===== config.mk =====
export PLATFORM = sky130hd
export DESIGN_NAME = noc_switch_allocator
export DESIGN_NICKNAME = d
export VERILOG_FILES = /design/src/rtl/noc_switch_allocator.sv
export SDC_FILE = /design/constraint.sdc
export NUM_CORES = 1
export LEC_CHECK = 0
export BUFFER_PORTS_ARGS = -buffer_cell sky130_fd_sc_hd__buf_2
export CAP_MARGIN = 20
export CORE_MARGIN = 1
export CORE_UTILIZATION = 65
export CTS_CLUSTER_DIAMETER = 150
export DETAILED_ROUTE_END_ITERATION = 7
export PLACE_DENSITY = 0.85
export SYNTH_ARGS = -nofsm -noshare
export SYNTH_HDL_FRONTEND = slang
export SYNTH_SLANG_ARGS = --single-unit

===== constraint.sdc =====
create_clock -name clk -period 8.3 [get_ports clk]
set_input_delay 1.66 -clock clk [delete_from_list [all_inputs] [get_ports clk]]
set_output_delay 1.66 -clock clk [all_outputs]
set_load 0.1 [all_outputs]

===== src/rtl/noc_switch_allocator.sv =====
// Per-cycle switch allocator for the 5-port NoC router: round-robin arbitration per output
// with wormhole locking. Selects and grants are combinational and reach the crossbar and buffers in the same cycle.
module noc_switch_allocator #(
    parameter int                NP       = 5,
    parameter int                SELW     = 3,
    parameter logic [SELW-1:0]   IDLE_SEL = 3'd7
) (
    input  logic             clk,
    input  logic             rst_n,
    input  logic [NP-1:0]    in_valid,
    input  logic [NP-1:0]    in_head,
    input  logic [NP-1:0]    in_tail,
    input  logic [SELW-1:0]  dest_R,
    input  logic [SELW-1:0]  dest_L,
    input  logic [SELW-1:0]  dest_U,
    input  logic [SELW-1:0]  dest_D,
    input  logic [SELW-1:0]  dest_EJ,
    input  logic [NP-1:0]    out_ready,
    output logic [SELW-1:0]  R_req,
    output logic [SELW-1:0]  L_req,
    output logic [SELW-1:0]  U_req,
    output logic [SELW-1:0]  D_req,
    output logic [SELW-1:0]  EJ_req,
    output logic [NP-1:0]    in_grant
);

    // Port index addition modulo NP; both operands are always below NP.
    function automatic logic [SELW-1:0] wrap_add(input logic [SELW-1:0] base,
                                                 input logic [SELW-1:0] off);
        logic [SELW:0] sum;
        sum = {1'b0, base} + {1'b0, off};
        if (sum >= (SELW+1)'(NP)) begin
            sum = sum - (SELW+1)'(NP);
        end else begin
            sum = sum;
        end
        return sum[SELW-1:0];
    endfunction

    logic [SELW-1:0] dest_s       [NP];
    logic [NP-1:0]   req_s        [NP];   // req_s[o][i]: input i wants output o
    logic [NP-1:0]   lock_valid_r;
    logic [SELW-1:0] lock_owner_r [NP];
    logic [SELW-1:0] rr_ptr_r     [NP];
    logic [NP-1:0]   win_s;
    logic [SELW-1:0] win_idx_s    [NP];
    logic [SELW-1:0] sel_s        [NP];
    logic [NP-1:0]   grant_s;
    logic [SELW-1:0] cand_s;
    logic            found_s;

    assign dest_s[0] = dest_R;
    assign dest_s[1] = dest_L;
    assign dest_s[2] = dest_U;
    assign dest_s[3] = dest_D;
    assign dest_s[4] = dest_EJ;

    // Request matrix; destinations 5..7 never match a port and so never request.
    always_comb begin
        for (int o = 0; o < NP; o++) begin
            req_s[o] = '0;
            for (int i = 0; i < NP; i++) begin
                req_s[o][i] = in_valid[i] & (dest_s[i] == SELW'(o));
            end
        end
    end

    // Per-output arbitration: locked outputs serve only their owner, unlocked ones scan heads from rr_ptr.
    always_comb begin
        cand_s  = '0;
        found_s = 1'b0;
        for (int o = 0; o < NP; o++) begin
            win_s[o]     = 1'b0;
            win_idx_s[o] = IDLE_SEL;
            if (lock_valid_r[o]) begin
                if (out_ready[o] && req_s[o][lock_owner_r[o]]) begin
                    win_s[o]     = 1'b1;
                    win_idx_s[o] = lock_owner_r[o];
                end else begin
                    win_s[o]     = 1'b0;
                end
            end else begin
                found_s = 1'b0;
                for (int k = 0; k < NP; k++) begin
                    cand_s = wrap_add(rr_ptr_r[o], SELW'(k));
                    if (!found_s && out_ready[o] && req_s[o][cand_s] && in_head[cand_s]) begin
                        found_s      = 1'b1;
                        win_s[o]     = 1'b1;
                        win_idx_s[o] = cand_s;
                    end else begin
                        found_s      = found_s;
                    end
                end
            end
        end
    end

    // Crossbar selects and buffer pops, forced idle while reset is asserted.
    always_comb begin
        grant_s = '0;
        for (int o = 0; o < NP; o++) begin
            sel_s[o] = IDLE_SEL;
        end
        if (rst_n) begin
            for (int o = 0; o < NP; o++) begin
                if (win_s[o]) begin
                    sel_s[o]                = win_idx_s[o];
                    grant_s[win_idx_s[o]]   = 1'b1;
                end else begin
                    sel_s[o]                = IDLE_SEL;
                end
            end
        end else begin
            grant_s = '0;
        end
    end

    assign R_req    = sel_s[0];
    assign L_req    = sel_s[1];
    assign U_req    = sel_s[2];
    assign D_req    = sel_s[3];
    assign EJ_req   = sel_s[4];
    assign in_grant = grant_s;

    // Lock and round-robin pointer update; the pointer only moves on head grants to unlocked outputs.
    always_ff @(posedge clk or negedge rst_n) begin
        if (!rst_n) begin
            for (int o = 0; o < NP; o++) begin
                lock_valid_r[o] <= 1'b0;
                lock_owner_r[o] <= '0;
                rr_ptr_r[o]     <= '0;
            end
        end else begin
            for (int o = 0; o < NP; o++) begin
                if (win_s[o]) begin
                    if (lock_valid_r[o]) begin
                        if (in_tail[win_idx_s[o]]) begin
                            lock_valid_r[o] <= 1'b0;
                        end
                    end else begin
                        rr_ptr_r[o] <= wrap_add(win_idx_s[o], SELW'(1));
                        if (!in_tail[win_idx_s[o]]) begin
                            lock_valid_r[o] <= 1'b1;
                            lock_owner_r[o] <= win_idx_s[o];
                        end
                    end
                end
            end
        end
    end

endmodule


Yosys cells after proc, flatten, opt, wreduce, memory -nomap -nowiden
Index checks and enable logic that the tools add are counted.
Word-level totals
  register bits after elaboration: 35
  input bits: 37
  output and inout port bits: 20
  logic and storage cells: 625
Cells by class
  $add $sub $neg: 55
  magnitude comparators: 70
  eq/ne operators: 20
  multiplexer cells: 311
  bitwise operators: 39
  reduce and logical (&&, ||, !) cells: 115
Operators by type and width (count)
  3-bit two-way mux: 95
  1-bit binary-select mux with 3-bit select: 60
  3-bit by 4-bit less-than comparator with 1-bit output, second input constant: 35
  1-bit two-way mux: 140
  4-bit by 3-bit >= comparator with 1-bit output, second input constant: 25
  3-bit subtractor, second input constant: 30
  1-bit logical AND: 80
  5-bit two-way mux: 10
  3-bit by 1-bit adder with 4-bit output, second input constant: 10
  3-bit by 2-bit adder with 4-bit output, second input constant: 10
  3-bit by 2-bit equality test with 1-bit output, second input constant: 10
  1-bit bitwise AND: 25
  3-bit by 3-bit adder with 4-bit output, second input constant: 5
  1-bit zero test: 20
  5-bit OR: 4
  1-bit demux with 3-bit select: 5
  3-bit by 1-bit equality test with 1-bit output, second input constant: 5
  3-bit equality test, second input constant: 5
  3-bit by 1-bit >= comparator with 1-bit output, second input constant: 5
  3-bit >= comparator, second input constant: 5
  3-bit zero test: 5
  15-bit two-way mux: 1
  3-bit AND reduction: 5
  1-bit NOT: 10
  2-bit AND reduction: 5

Longest topological paths before layout
  depth in word-level cells: 51
  gate-level depth with buffers: 22
  gate-level depth less buffers: 20

Worst setup path before layout
OpenSTA, ideal clock, no wires.
  path type: input-to-output
  start: input dest_D[0]
  end: output in_grant[0]
  arrival: 5952 ps
  data required time: 6640 ps
  path slack: 688 ps
  stages on the path: 13
  buffers on the path: 1
  cell sequence: nor3b_1 nand3_1 or4_1 a21oi_1 nor2_1 or3_1 nor4_2 nand2_1 o211ai_1 buf_2 inv_1 o32a_1 a41oi_1
RTL lines
  start: declaration: RTL line 16  | input logic [SELW-1:0] dest_D,
  end: declaration: RTL line 24  | output logic [NP-1:0] in_grant

Worst setup path in the final report
  start: input dest_R[0]
  end: output in_grant[1]
On the way
  word-level cells in the longest chain between the ends: 50
  elaborated cells between the ends (all ways): 309
  classes of those cells: order compare (10); eq/ne (4); mux (185); bitwise (9); reduce/logical (101)
RTL lines
  start: declaration: RTL line 13  | input logic [SELW-1:0] dest_R,
  3-bit zero test: RTL line 63  | req_s[o][i] = in_valid[i] & (dest_s[i] == SELW'(o));
  1-bit bitwise AND: RTL line 63
  1-bit binary-select mux with 3-bit select: RTL line 86  | if (!found_s && out_ready[o] && req_s[o][cand_s] && in_head[cand_s]) begin
  1-bit two-way mux (not written as such): RTL line 86
  1-bit logical AND (2 in a row): RTL line 86
  1-bit two-way mux: RTL line 86
  1-bit two-way mux: RTL line 75  | if (lock_valid_r[o]) begin
  1-bit zero test: RTL line 86
  [... 33 more ...]
  5-bit two-way mux: RTL line 106  | if (win_s[o]) begin
  5-bit two-way mux: RTL line 104  | if (rst_n) begin
  5-bit OR (no line)
  5-bit two-way mux: RTL line 106
  5-bit two-way mux: RTL line 104
  5-bit OR (no line)
  5-bit two-way mux (*): RTL line 106
  5-bit two-way mux (*): RTL line 104
Mark *: on every way between the ends. The rest lies on a longest branch, timed or not. The select of a mux whose other input is x is not followed.

==> results_dict.tcl <==
set metrics [dict create \
    max-clock-path-buffers 2 \
    synthAdderAreaFrac_pct 8.398 \
    ffs_w_async_s_r_synth_pct 100.0 \
    endpoint_kind "output port" \
    global_route_wire_length_before_repair_um 43600 \
    synth_area_per_cell_um2 7.197 \
    initial_antenna_violation_count 2 \
    total_cts_buffers 5 \
    measured_slew_at_the_worst_slew_check_pin_ps 895.1 \
    final_net_count 1291 \
    floorplan.die_area_mm2 0.01353 \
    drc 0 \
    post-route-cell-area_mm2 0.008981 \
    synth_ff_type "sky130_fd_sc_hd__dfrtp_1" \
    syn_inst 1180 \
    xor_xnor_share_of_the_synthesized_area_pct 2.578 \
    initialDrtViolationCount 1139 \
    setup.worst_path.start_class "primary input" \
    stdcell_count 1373 \
    final.setup.tns_ps 0 \
    clk-insertion-delay-late_ps 280 \
    synth_top_family_by_area "compound AO/OA/AOI/OAI gates" \
    synth.cell_area_mm2 0.008492 \
    ys_seq_area_share_pct 10.31 \
    final_util_pct 70.88 \
    gp_congestion 1.012 \
    routed_wl_um 27640 \
    cts.htree.levels 2 \
    grt_pass1_vias 8638 \
    wire_per_inst_um 20.13 \
    post_cts.repair.setup_buffers 0 \
    unrepaired_setup_endpoints_after_global_routing "false" \
    post_dp_cell_area_mm2 0.008826 \
    synth_enable_flop_cells 0 \
    timing.max_cap.violations 0 \
    yosys.cell_count.top_type "sky130_fd_sc_hd__nand2_1" \
    antenna_violating_nets_post_route 0 \
    worst_relative_slew_slack_pct 40.06 \
    place.detailed.hpwl_um 21640 \
    cts_sinks 35 \
    synth.top_cells.by_count "116 x sky130_fd_sc_hd__nand2_1, 98 x sky130_fd_sc_hd__nor2_1, 63 x sky130_fd_sc_hd__a21oi_1, 62 x sky130_fd_sc_hd__inv_1, 49 x sky130_fd_sc_hd__ha_1" \
    static_leakage_nw 3.610 \
    core_mm2 0.01267 \
    cts_root_buffer "sky130_fd_sc_hd__clkbuf_16" \
    hold_class "flop to flop" \
    cts.hold.buffers_added 0 \
    critPathRequiredTime_ps 6640 \
    synthMuxAreaShare_pct 6.645 \
    total_power_mw 3.668 \
    synth.net_count 1271 \
    fp-row-count 41 \
    cts.clk_slew.worst_paths_ps 60 \
    yosysTopAreaCell "sky130_fd_sc_hd__dfrtp_1" \
    tritoncts "done" \
    die_width_um 116.3 \
    synthesized_area_fraction_occupied_by_ao_oa_aoi_and_oai_cells_pct 34.98 \
    peakVddDrop_uv 283.4 \
    synthesis.yosys.warnings 0 \
    hold_viol_final 0 \
    grt_usage_pct 40.78 \
    highest_achievable_clock_rate_mhz 137.4 \
    hold_slack_ps 555.3 \
    timing.critical_path.arrival_ps 5620 \
    pre_cts_ws_ps 1174 \
    cts-resized-gates 0 \
    antenna_cells 0 \
    drt-vias-per-instance 7.139 \
    netlist.area_leader.share_pct 10.31 \
    shortest_clock_period_the_worst_path_allows_after_layout_ps 7276 \
    dieHeight_um 116.3 \
    setup_violations 0 \
    slew_viol_final 0 \
    initial_utilization_pct 67.02 \
    fin_worst_skew_ps 3.890 \
    outcome "finished, final reports clean" \
    powerDensity_mw_per_mm2 408.4 \
    count_of_input_and_output_buffers 56 \
    worst_setup_slack_after_layout_ps 1024 \
    synth_top_cells_by_area "sky130_fd_sc_hd__dfrtp_1 10%, sky130_fd_sc_hd__ha_1 7.2%, sky130_fd_sc_hd__nand2_1 5.1%" \
    grt_overflow_total 0 \
    synth_seq_cells 35 \
    yosysUniqueCellTypes 105 \
    syn_to_final_growth_pct 5.761 \
    num_vias 9802 \
    synth_simple_gate_area_share_pct 31.69 \
    final_min_period_over_clock_period_pct 87.66 \
    place_inst 1365 \
    io-pin-count 57 \
    worst_setup_path_type "primary input to output port" \
    path_max_fanout 10 \
    drt_pre_antenna_iters 7 \
    drive_gt1_share_pct 10.99 \
    grt_max_degree 40 \
]
## placed cells by master, fill, tap and decap left out, types with 38 or more instances in the layout
| cell | n |
|---|---|
| sky130_fd_sc_hd__a21oi_1 | 63 |
| sky130_fd_sc_hd__nor3_1 | 38 |
| sky130_fd_sc_hd__o21ai_0 | 41 |
| sky130_fd_sc_hd__nand3_1 | 46 |
| sky130_fd_sc_hd__nand2_1 | 116 |
| sky130_fd_sc_hd__ha_1 | 49 |
| sky130_fd_sc_hd__inv_1 | 62 |
| sky130_fd_sc_hd__buf_2 | 56 |
| sky130_fd_sc_hd__nor2_1 | 98 |
## per-layer routing
layer	GRT usage [%]	routed length, µm	vias to the layer above
met1	55.36	11220	4512
met3	6.175	3102	105
li1	-	-	4577
met4	18.89	1132	2
met5	0	12	-
met2	63.55	12170	606
## worst paths after layout
path	from	to	slack (ps)	depth (start not counted)
setup / recovery	dest_R[0]	in_grant[1]	1020	14
hold / removal	lock_owner_r[0]	lock_owner_r[0]	560	1
setup reg to reg	rr_ptr_r[9]	lock_owner_r[11]	3060	14
hold reg to reg	lock_owner_r[0]	lock_owner_r[0]	560	1
max in group asynchronous	rst_n	rr_ptr_r[10]	6510	2
min in group asynchronous	rst_n	rr_ptr_r[14]	1420	2
## worst max-delay path: stages
cell	delay (ps)
sky130_fd_sc_hd__buf_2	130
sky130_fd_sc_hd__nor3b_1	610
sky130_fd_sc_hd__nand2_1	180
sky130_fd_sc_hd__o211a_1	260
sky130_fd_sc_hd__o32a_1	350
sky130_fd_sc_hd__a31oi_1	290
sky130_fd_sc_hd__nor3_2	80
sky130_fd_sc_hd__a2111o_1	440
sky130_fd_sc_hd__a221oi_4	530
sky130_fd_sc_hd__inv_1	170
sky130_fd_sc_hd__nand2_1	110
sky130_fd_sc_hd__o32ai_1	140
sky130_fd_sc_hd__o41a_1	370
sky130_fd_sc_hd__buf_2	300
## final cells by class
cell class                      instances  area, µm²
Inverter                               67      251.5
Fill cell                            1098       3690
Timing Repair Buffer                   62      325.3
Sequential cell                        35      875.8
Multi-Input combinational cell       1029       7158
Tap cell                              172      215.2
Clock buffer                            6      138.9
Clock inverter                          2      16.27
## flip-flops by register name, summed over array words and instances (netlist names)
name          count
lock_owner_r     15
rr_ptr_r         15
lock_valid_r      5
## power breakdown
group | switching (mW) | total, mW | internal [mW]
Sequential | 0.176 | 0.422 | 0.246
Combinational | 1.92 | 3.05 | 1.13
Clock | 0.0797 | 0.200 | 0.120
Total | 2.17 | 3.67 | 1.49
## cells by family (layout without fill, tap and decap cells)
logic type	Yosys count	count (layout)
AO/OA/AOI/OAI	394	394
XOR/XNOR	25	25
multiplexers	50	50
adder cells (fa/ha/maj)	54	54
flip-flops	35	35
AND/OR/NAND/NOR	506	506
buffers and inverters	116	137
Note: power is estimated with default switching activity, not from simulation.
